<file path="config.mk">
export PLATFORM = sky130hd
export DESIGN_NAME = mem_array_scanner
export DESIGN_NICKNAME = d
export VERILOG_FILES = /design/src/rtl/mem_array_scanner.sv
export SDC_FILE = /design/constraint.sdc
export NUM_CORES = 1
export LEC_CHECK = 0
export CORE_MARGIN = 5
export CORE_UTILIZATION = 35
export DETAILED_ROUTE_END_ITERATION = 10
export PLACE_DENSITY_LB_ADDON = 0.08
export SLEW_MARGIN = 20
export SYNTH_ARGS = -nofsm -noshare
export SYNTH_HDL_FRONTEND = slang
export SYNTH_SLANG_ARGS = --single-unit
</file>
<file path="constraint.sdc">
create_clock -name _clock -period 1.8 [get_ports _clock]
set_input_delay 0.36 -clock _clock [delete_from_list [all_inputs] [get_ports _clock]]
set_output_delay 0.36 -clock _clock [all_outputs]
set_load 0.01 [all_outputs]
</file>
<file path="src/rtl/mem_array_scanner.sv">
// Sweeps a 2**ADDR_W x 2**ADDR_W bit array one row at a time and packs each row into a word.
// Each row goes out over valid/ready, and a running count of set cells is kept for the scan.
module mem_array_scanner #(
  parameter int ADDR_W = 3,
  parameter int RD_LAT = 1
) (
  input  logic                   _clock,
  input  logic                   _reset,
  input  logic                   _start,
  output logic [ADDR_W-1:0]      _row,
  output logic [ADDR_W-1:0]      _column,
  input  logic                   _value,
  output logic [2**ADDR_W-1:0]   _rowData,
  output logic [ADDR_W-1:0]      _rowIndex,
  output logic                   _rowValid,
  input  logic                   _rowReady,
  output logic                   _busy,
  output logic                   _done,
  output logic [2*ADDR_W:0]      _onesCount
);

  localparam int N  = 2**ADDR_W;
  localparam int DW = (RD_LAT > 2) ? $clog2(RD_LAT-1) : 1;
  localparam logic [ADDR_W-1:0] LAST = ADDR_W'(N-1);

  typedef enum logic [2:0] {S_IDLE, S_ISSUE, S_DRAIN, S_EMIT, S_DONE} state_t;
  state_t state, state_nxt;

  logic                          issue_v;
  logic [RD_LAT:1]               vld_pipe;
  logic [RD_LAT:1][ADDR_W-1:0]   col_pipe;
  logic                          cap_v;
  logic [ADDR_W-1:0]             cap_col;
  logic [N-1:0]                  rowbuf, rowbuf_nxt;
  logic [DW-1:0]                 dcnt;

  assign issue_v = (state == S_ISSUE);
  assign cap_v   = vld_pipe[RD_LAT];
  assign cap_col = col_pipe[RD_LAT];

  // Column tags travel alongside the read so each returning bit lands in its own slot.
  always_ff @(posedge _clock) begin
    if (_reset) begin
      vld_pipe <= '0;
      col_pipe <= '0;
    end else begin
      vld_pipe[1] <= issue_v;
      col_pipe[1] <= _column;
      for (int i = 2; i <= RD_LAT; i++) begin
        vld_pipe[i] <= vld_pipe[i-1];
        col_pipe[i] <= col_pipe[i-1];
      end
    end
  end

  always_comb begin
    rowbuf_nxt = rowbuf;
    if (cap_v) rowbuf_nxt[cap_col] = _value;
  end

  always_comb begin
    state_nxt = state;
    _busy     = 1'b0;
    _done     = 1'b0;
    case (state)
      S_IDLE:  if (_start) state_nxt = S_ISSUE;
      S_ISSUE: begin
        _busy = 1'b1;
        if (_column == LAST) state_nxt = (RD_LAT == 1) ? S_EMIT : S_DRAIN;
      end
      S_DRAIN: begin
        _busy = 1'b1;
        if (dcnt == DW'(RD_LAT-2)) state_nxt = S_EMIT;
      end
      S_EMIT: begin
        _busy = 1'b1;
        if (_rowValid && _rowReady) state_nxt = (_row == LAST) ? S_DONE : S_ISSUE;
      end
      S_DONE: begin
        _done     = 1'b1;
        state_nxt = S_IDLE;
      end
      default: state_nxt = S_IDLE;
    endcase
  end

  always_ff @(posedge _clock) begin
    if (_reset) begin
      state      <= S_IDLE;
      _row       <= '0;
      _column    <= '0;
      _rowData   <= '0;
      _rowIndex  <= '0;
      _rowValid  <= 1'b0;
      _onesCount <= '0;
      rowbuf     <= '0;
      dcnt       <= '0;
    end else begin
      state <= state_nxt;
      if (cap_v) begin
        rowbuf <= rowbuf_nxt;
        if (_value) _onesCount <= _onesCount + 1'b1;
      end
      case (state)
        S_IDLE: if (_start) begin
          _row       <= '0;
          _column    <= '0;
          _onesCount <= '0;
        end
        S_ISSUE: begin
          dcnt <= '0;
          if (_column != LAST) _column <= _column + 1'b1;
        end
        S_DRAIN: dcnt <= dcnt + 1'b1;
        S_EMIT: begin
          // First EMIT cycle is the one where the last bit of the row is captured.
          if (!_rowValid) begin
            _rowValid <= 1'b1;
            _rowData  <= rowbuf_nxt;
            _rowIndex <= _row;
          end else if (_rowReady) begin
            _rowValid <= 1'b0;
            if (_row != LAST) begin
              _row    <= _row + 1'b1;
              _column <= '0;
            end
          end
        end
        default: ;
      endcase
    end
  end

endmodule

</file>
==> results of run 1 <==
[flip-flops by register name (all words and copies together) (netlist names), 3 cells and up]
register and cells:
_row 3, state 3, rowbuf 8, _rowIndex 3, _onesCount 7, _rowData 8, _column 3, cap_col 3
[worst reg2reg max path, delay by kind of cell (launching register included)]
family	cells	cell delay, ns
DFF	1	0.34
AOI/OAI and AO/OA	1	0.21
muxes	1	0.49
adders and majority gates	2	0.43
[report_power, final]
| group | internal (mW) | switching, mW | total [mW] | leakage (nW) |
|---|---|---|---|---|
| logic | 0.0475 | 0.0456 | 0.0931 | 0.514 |
| clock network | 0.269 | 0.300 | 0.569 | 0.0450 |
| registers | 0.914 | 0.0118 | 0.926 | 0.332 |
[per-layer routing]
layer  track usage, %  routed length [um]
met5                0                   0
met4             4.56                  45
met3             3.70                 134
met2             20.1                1770
met1             14.3                1610
[synthesized netlist by cell type, types with 3 or more instances]
| master | instances |
|---|---|
| nand2_1 | 8 |
| xor2_1 | 4 |
| a211oi_1 | 6 |
| clkbuf_1 | 3 |
| nor2b_1 | 3 |
| inv_1 | 3 |
| ha_1 | 5 |
| nor3_1 | 5 |
| nor2_1 | 33 |
| nor3b_1 | 3 |
| mux2_2 | 3 |
| nand4_1 | 3 |
| dfxtp_1 | 41 |
| and3_1 | 3 |
| and2_1 | 4 |
| a21oi_1 | 4 |
| buf_2 | 4 |
| mux2i_1 | 15 |
[per-stage QoR]
stage,hold slack (ns),power [mW]
after floorplan,0.456,1.00
after global placement,0.476,1.04
after detailed placement,0.484,1.04
after CTS,0.503,1.62
after global routing,0.525,1.67
final,0.493,1.59
[logic make-up (layout without fill, tap and decap cells)]
family / count (synthesis) / after routing
AND/OR/NAND/NOR: 72 / 72
flip-flops: 41 / 41
AO/OA/AOI/OAI: 23 / 23
multiplexers: 19 / 19
buffers and inverters: 12 / 51
XOR/XNOR: 6 / 6
adder cells (fa/ha/maj): 5 / 5
[cells in the final DEF, fill, tap and decap left out, types with 5 or more instances in the layout]
cell type,instances
a211oi_1,6
buf_4,9
clkbuf_8,5
clkdlybuf4s50_1,29
dfxtp_1,39
ha_1,5
mux2i_1,15
nand2_1,8
nor2_1,32
nor3_1,5
[cell type report]
class	instances	area (sq um)
Tap cell	67	83.8
Sequential cell	41	826
Fill cell	458	2540
Inverter	3	11.3
Timing Repair Buffer	40	379
Clock inverter	2	10.0
Clock buffer	6	72.6
Multi-Input combinational cell	125	866
[how the worst max path moves through the flow]
stage | startpoint | end | cells after the start
2_1_floorplan | _column[0] | state[2] | 4
3_3_place_gp | _start | _column[1] | 5
3_5_place_dp | _start | _column[1] | 5
4_1_cts | state[2] | _busy | 3
5_1_grt | _onesCount[0] | _onesCount[0] | 1
6_report | _onesCount[0] | _onesCount[0] | 1
[repair_timing]
| item | 4_1_cts | 5_1_grt |
|---|---|---|
| pin swaps | 0 | 0 |
| gates cloned | 0 | 0 |
| resized for setup | 5 | 1 |
| endpoints found under the setup margin | 2 | 1 |
==> impl_metrics.env, run 1 <==
export IMPL_vias_per_cell=4.75
export IMPL_worst_ep_arrival_time_ns=1.27
export IMPL_syn2layout_area_growth_pct=28.5
export IMPL_ys_seq_area_share_pct=46.9
export IMPL_r2r_slack_ns=0.23
export IMPL_setup_viol=0
export IMPL_static_leakage_power_nw=0.891
export IMPL_rows=25
export IMPL_synthArstFlopShare_pct=0
export IMPL_path_clk_slew_ns=0.07
export IMPL_worst_path_largest_cell_delay_ns=0.57
export IMPL_num_vias=1349
export IMPL_hold_path_class="flop to flop"
export IMPL_synth_area_top_cells="dfxtp_1 47%, mux2i_1 8.6%, nor2_1 7.1%, ha_1 3.6%, a211oi_1 2.6%"
export IMPL_pre_cts_slack_ns=0.00225
export IMPL_cp_required_ns=1.44
export IMPL_ys_seq_elements=41
export IMPL_gp_congestion=0.851
export IMPL_maxCapViolCount=0
export IMPL_rr_worst_depth=4
export IMPL_grt_pass1_wl_um=6090
export IMPL_synthesis_instances=178
export IMPL_fin_crit_ns=1.63
export IMPL_wirelength_um=3560
export IMPL_worst_path_max_fanout=5
export IMPL_synth_fp_nets=188
export IMPL_worst_pin_slew_ns=0.446
export IMPL_yosys_warnings=0
export IMPL_worst_slack_ns=0.166
export IMPL_synth_top_family_by_area="simple AND/OR/NAND/NOR gates"
export IMPL_synth_simple_area_share_pct=20.7
export IMPL_rsz0062_at_grt="false"
export IMPL_slew_headroom_pct=70.0
export IMPL_drt_initial_drc_count=38
export IMPL_ir_drop_v=0.000367
export IMPL_final_cell_area_sq_um=2250
export IMPL_min_delay_start="_rowIndex[0]"
export IMPL_fin_cells=284
export IMPL_hpwl_um=2640
export IMPL_holdPathStages=2
export IMPL_fin_setup_tns_ns=0
export IMPL_io_pins=32
export IMPL_post_cts_buffers=0
export IMPL_finalHoldViolCount=0
export IMPL_synth_xor_area_share_pct=3.00
export IMPL_cp_end_kind="output pin"
export IMPL_placed_cells=276
export IMPL_die_area_sq_um=6510
export IMPL_htreeDepth=2
export IMPL_path_buf_inv=1
export IMPL_synthesis_area_sq_um=1750
export IMPL_grt_pass1_vias=1332
export IMPL_buffer_ports_inserted=31
export IMPL_power_density_nw_per_um2=706
export IMPL_critical_path_class="flop to output pin"
export IMPL_grt_ovfl_total=0
export IMPL_synth_top_area_share_pct=46.9
export IMPL_coreArea_sq_um=4790
export IMPL_fp_dieW_um=80.7
export IMPL_synth_compound_area_share_pct=10.2
export IMPL_status="finished, final reports clean"
export IMPL_clock_skew_ns=0.00532
export IMPL_synth_ff_type="dfxtp_1"
export IMPL_numCtsBuffers=5
export IMPL_post_route_period_util_pct=90.8
export IMPL_cts_max_path_buffers=2
export IMPL_synth_mux_area_share_pct=11.8
export IMPL_layout_nets=226
export IMPL_dr_pass1_iters=4
export IMPL_initial_utilization_pct=36.5
export IMPL_placed_area_sq_um=2160
export IMPL_synth_edff_count=0
export IMPL_crit_family="buffers and inverters"
export IMPL_cts_tree="yes"
export IMPL_hold_end="_rowIndex[0]"
export IMPL_final_antenna_net_count=0
export IMPL_grt_usage_pct=12.0
export IMPL_utilization_pct=47.0
export IMPL_drive_gt1_share_pct=13.8
export IMPL_path_cells="clkdlybuf4s50_1"
export IMPL_fmax_mhz=612
export IMPL_grt_max_degree=22
export IMPL_clk_latency_ns=0.29
export IMPL_drc=0
export IMPL_synth_cell_types=36
export IMPL_worstReg2RegStart="_column[0]"
export IMPL_yosysTopAreaCell="dfxtp_1"
export IMPL_slew_violations=0
export IMPL_postCtsHoldBufs=0
export IMPL_syn_area_per_cell_sq_um=9.83
export IMPL_reg2reg_to="state[2]"
export IMPL_synthAdderAreaFrac_pct=3.58
export IMPL_clkSinkCount=41
export IMPL_crit_path_start_kind="flop"
export IMPL_cts_root_buf="clkbuf_8"
export IMPL_antenna_found_initial=0
export IMPL_wl_per_cell_um=12.5
export IMPL_die_h_um=80.7
export IMPL_slowest_stage="clkdlybuf4s50_1"
export IMPL_antenna_diode_count=0
Power figures use the tool's default switching activity.
==> run 2: changes to the inputs <==
- CELL_PAD_IN_SITES_DETAIL_PLACEMENT: unset -> 1
- CELL_PAD_IN_SITES_GLOBAL_PLACEMENT: unset -> 1
- CTS_CLUSTER_SIZE: unset -> 8
==> impl_metrics.env, run 2 (synthesized netlist as in run 1, its figures left out) <==
export IMPL_worst_ep_arrival_time_ns=1.29
export IMPL_slowest_stage="clkdlybuf4s50_1"
export IMPL_syn2layout_area_growth_pct=28.8
export IMPL_coreArea_sq_um=4790
export IMPL_placed_area_sq_um=2180
export IMPL_cp_required_ns=1.44
export IMPL_reg_largest_list="_rowData x8, rowbuf x8, _onesCount x7"
export IMPL_fmax_mhz=606
export IMPL_power_frac_clock_pct=34.9
export IMPL_postCtsHoldBufs=0
export IMPL_seqPwrFrac_pct=58.9
export IMPL_crit_family="buffers and inverters"
export IMPL_grt_usage_pct=13.6
export IMPL_path_cells="clkdlybuf4s50_1"
export IMPL_ir_drop_v=0.000289
export IMPL_slew_headroom_pct=68.6
export IMPL_buffer_ports_inserted=31
export IMPL_antenna_diode_count=0
export IMPL_post_route_period_util_pct=91.7
export IMPL_clock_skew_ns=0.00345
export IMPL_holdPathStages=2
export IMPL_post_cts_buffers=0
export IMPL_worst_pin_slew_ns=0.467
export IMPL_layout_common_cells="39 x dfxtp_1, 33 x nor2_1, 29 x clkdlybuf4s50_1, 15 x mux2i_1, 9 x buf_4"
export IMPL_drc=0
export IMPL_hpwl_um=3070
export IMPL_die_area_sq_um=6510
export IMPL_p_sw_mw=0.351
export IMPL_path_buf_inv=1
export IMPL_vias_per_cell=4.90
export IMPL_grt_pass1_vias=1434
export IMPL_min_delay_start="rowbuf[1]"
export IMPL_final_cell_area_sq_um=2250
export IMPL_power_density_nw_per_um2=697
export IMPL_rr_worst_depth=4
export IMPL_clkSinkCount=41
export IMPL_drt_initial_drc_count=28
export IMPL_grt_pass1_wl_um=6700
export IMPL_layout_nets=227
export IMPL_dr_pass1_iters=2
export IMPL_power_frac_comb_pct=6.3
export IMPL_setup_viol=0
export IMPL_final_common_cell="dfxtp_1"
export IMPL_rows=25
export IMPL_finalPower_mw=1.57
export IMPL_worst_path_largest_cell_delay_ns=0.57
export IMPL_fp_dieW_um=80.7
export IMPL_rsz0062_at_grt="false"
export IMPL_swShare_pct=22.4
export IMPL_final_antenna_net_count=0
export IMPL_clk_latency_ns=0.29
export IMPL_critical_path_class="flop to output pin"
export IMPL_drive_gt1_share_pct=13.4
export IMPL_cts_max_path_buffers=2
export IMPL_hold_end="rowbuf[1]"
export IMPL_finalHoldViolCount=0
export IMPL_wl_per_cell_um=14.0
export IMPL_cts_root_buf="clkbuf_8"
export IMPL_die_h_um=80.7
export IMPL_htreeDepth=2
export IMPL_fin_crit_ns=1.65
export IMPL_static_leakage_power_nw=0.882
export IMPL_grt_max_degree=20
export IMPL_wirelength_um=3970
export IMPL_cts_tree="yes"
export IMPL_hold_path_class="flop to flop"
export IMPL_path_clk_slew_ns=0.07
export IMPL_num_vias=1387
export IMPL_crit_path_start_kind="flop"
export IMPL_initial_utilization_pct=36.5
export IMPL_slew_violations=0
export IMPL_reg2reg_to="state[2]"
export IMPL_status="finished, final reports clean"
export IMPL_cts_repair_resized=5
export IMPL_grt_ovfl_total=0
export IMPL_numCtsBuffers=5
export IMPL_p_int_mw=1.22
export IMPL_antenna_found_initial=0
export IMPL_gp_congestion=0.780
export IMPL_maxCapViolCount=0
export IMPL_r2r_slack_ns=0.19
export IMPL_worstReg2RegStart="_column[0]"
export IMPL_worst_path_max_fanout=5
export IMPL_io_pins=32
export IMPL_cp_end_kind="output pin"
[run 2: cell count changes in the layout (fill, tap and decap cells not counted), sizes merged]
cell | previous run | this run
buf | 9 | 10
clkbuf | 6 | 5
clkinv | 2 | 1
dlygate4sd2 | 1 | 2
dlymetal6s2s | 1 | 0
[run 2: stage by stage]
step	setup slack [ns]	hold slack [ns]	TNS [ns]	instances	utilization (%)
finish	0.150	0.496	0	283	47.1
global route	0.0920	0.536	0	283	47.1
CTS	0.133	0.505	0	283	47.1
detailed placement	-0.0474	0.487	-0.128	277	45.5
global placement	0.00552	0.472	0	277	45.5
floorplan	0.285	0.456	0	178	-
[run 2: metal layers]
| metal | global-route usage (%) | share of wire, % | up-vias |
|---|---|---|---|
| li1 | - | - | 696 |
| met1 | 14.9 | 44 | 660 |
| met2 | 24.0 | 51 | 24 |
| met3 | 3.92 | 3.9 | 7 |
| met4 | 6.59 | 1.8 | 0 |
| met5 | 0 | 0 | - |
[run 2: final cells by class]
cell class	count	area, sq um
fill	560	2530
inverter	3	11.3
clock inverter	1	5.00
clock buffer	5	68.8
timing repair buffer	41	395
tap	67	83.8
multi-input combinational	125	863
sequential	41	826
[run 2: how the worst max path moves through the flow]
stage / start / end / slack [ns] / cells after the start
floorplan: _column[0] / state[2] / 0.29 / 4
global placement: _start / _column[2] / 0.006 / 5
detailed placement: _start / _row[1] / -0.05 / 6
CTS: _onesCount[0] / _onesCount[0] / 0.13 / 1
global route: _onesCount[0] / _onesCount[0] / 0.09 / 1
finish: _onesCount[0] / _onesCount[0] / 0.15 / 1
[run 2: power groups by stage]
stage | logic, mW | clock network [mW] | registers [mW]
2_1_floorplan | 0.0564 | 0 | 0.945
3_3_place_gp | 0.0981 | 0 | 0.946
3_5_place_dp | 0.101 | 0 | 0.946
4_1_cts | 0.0998 | 0.583 | 0.924
5_1_grt | 0.108 | 0.619 | 0.926
6_report | 0.0982 | 0.547 | 0.924
==> run 3: changes to the inputs <==
- CORE_MARGIN: 5 -> 2
==> impl_metrics.env, run 3 (synthesized netlist as in run 1, its figures left out) <==
export IMPL_grt_pass1_wl_um=6870
export IMPL_drive_gt1_share_pct=14.2
export IMPL_io_pins=32
export IMPL_finalHoldViolCount=0
export IMPL_multiInputGateArea_sq_um=866
export IMPL_cts_tree="yes"
export IMPL_clock_skew_ns=0.00595
export IMPL_crit_path_start_kind="flop"
export IMPL_num_vias=1394
export IMPL_final_antenna_net_count=0
export IMPL_grt_max_degree=22
export IMPL_hpwl_um=2970
export IMPL_fin_crit_ns=1.65
export IMPL_crit_start="_row[0]"
export IMPL_fmax_mhz=606
export IMPL_grt_ovfl_total=0
export IMPL_drc=0
export IMPL_syn2layout_area_growth_pct=30.7
export IMPL_wl_per_cell_um=13.9
export IMPL_slew_headroom_pct=72.1
export IMPL_hold_path_class="flop to flop"
export IMPL_reg2reg_to="state[2]"
export IMPL_power_density_nw_per_um2=779
export IMPL_layout_common_cells="39 x dfxtp_1, 32 x nor2_1, 29 x clkdlybuf4s50_1, 15 x mux2i_1, 10 x buf_4"
export IMPL_hold_ws_ns=0.502
export IMPL_r2r_slack_ns=0.20
export IMPL_reg_largest_list="_rowData x8, rowbuf x8, _onesCount x7"
export IMPL_antenna_diode_count=0
export IMPL_path_buf_inv=1
export IMPL_postCtsHoldBufs=0
export IMPL_rsz0062_at_grt="false"
export IMPL_fillers=553
export IMPL_worst_ep_arrival_time_ns=1.29
export IMPL_critical_path_class="flop to output pin"
export IMPL_die_h_um=74.7
export IMPL_die_area_sq_um=5580
export IMPL_worst_pin_slew_ns=0.416
export IMPL_post_route_period_util_pct=91.7
export IMPL_buffer_ports_inserted=31
export IMPL_vias_per_cell=4.89
export IMPL_path_clk_slew_ns=0.08
export IMPL_wirelength_um=3970
export IMPL_grt_usage_pct=16.2
export IMPL_worst_path_max_fanout=5
export IMPL_drt_initial_drc_count=46
export IMPL_path_cells="clkdlybuf4s50_1"
export IMPL_final_common_cell="dfxtp_1"
export IMPL_gp_congestion=0.846
export IMPL_rows=25
export IMPL_slew_violations=0
export IMPL_numCtsBuffers=5
export IMPL_fin_setup_tns_ns=0
export IMPL_seq_area_sq_um=826
export IMPL_cts_max_path_buffers=2
export IMPL_cts_root_buf="clkbuf_8"
export IMPL_grt_pass1_vias=1538
export IMPL_post_cts_buffers=0
export IMPL_crit_family="buffers and inverters"
export IMPL_antenna_found_initial=0
export IMPL_endpoint="_row[0]"
export IMPL_cp_required_ns=1.44
export IMPL_worstReg2RegStart="_column[0]"
export IMPL_slowest_stage="clkdlybuf4s50_1"
export IMPL_ir_drop_v=0.000383
export IMPL_worst_path_largest_cell_delay_ns=0.58
export IMPL_clkSinkCount=41
export IMPL_htreeDepth=2
export IMPL_setup_viol=0
export IMPL_clk_latency_ns=0.29
export IMPL_crit_cells=1
export IMPL_dr_pass1_iters=4
export IMPL_status="finished, final reports clean"
export IMPL_initial_utilization_pct=36.5
export IMPL_layout_nets=227
export IMPL_maxCapViolCount=0
export IMPL_cp_end_kind="output pin"
export IMPL_fp_dieW_um=74.7
export IMPL_static_leakage_power_nw=0.899
export IMPL_coreArea_sq_um=4790
export IMPL_rr_worst_depth=4
## run 3: changes by cell type in the layout (fill, tap and decap cells not counted), sizes merged
cell	change
bufinv	+1
clkbuf	+2
clkinv	-1
## run 3: worst min path at each step
stage	from	slack (ns)	end	cells past startpoint
final	_rowData[0]	0.50	_rowData[0]	2
after CTS	_rowData[2]	0.51	_rowData[2]	2
after floorplan	rowbuf[0]	0.46	rowbuf[0]	2
after global placement	_rowIndex[1]	0.48	_rowIndex[1]	2
after global routing	_column[2]	0.54	cap_col[2]	1
after detailed placement	rowbuf[0]	0.49	rowbuf[0]	2
## run 3: area by class of cell
type / instances / share of cell area [%]
clock buffers: 7 / 3.78
flip-flops and latches: 41 / 36.1
inverters: 3 / 0.493
clock inverters: 1 / 1.31
well taps: 67 / 3.67
multi-input cells: 125 / 37.9
repair buffers: 41 / 16.7
## run 3: what timing repair did
item,4_1_cts,5_1_grt
endpoints found under the setup margin,2,0
endpoints found under the hold margin,0,0
resized for setup,6,0
## run 3: routing by layer
metal / routed length, um / GRT usage (%) / vias to the layer above
met4: 87 / 7.54 / 0
li1: - / - / 694
met1: 1750 / 18.2 / 663
met2: 2000 / 28.6 / 27
met5: 0 / 0 / -
met3: 129 / 4.42 / 10
## run 3: stage by stage
stage | cell area (sq um) | cells | utilization [%] | setup WS (ns) | power, mW
2_1_floorplan | 1750 | 178 | - | 0.285 | 1.00
3_3_place_gp | 2160 | 277 | 45.2 | 0.00596 | 1.04
3_5_place_dp | 2160 | 277 | 45.2 | -0.0472 | 1.04
4_1_cts | 2290 | 285 | 47.8 | 0.122 | 1.81
5_1_grt | 2290 | 285 | 47.8 | 0.0776 | 1.86
6_report | 2290 | 285 | 47.8 | 0.149 | 1.78
## run 3: power by group
group | internal (mW) | switching (mW)
sequential | 0.914 | 0.0116
combinational | 0.0482 | 0.0473
clock | 0.452 | 0.306
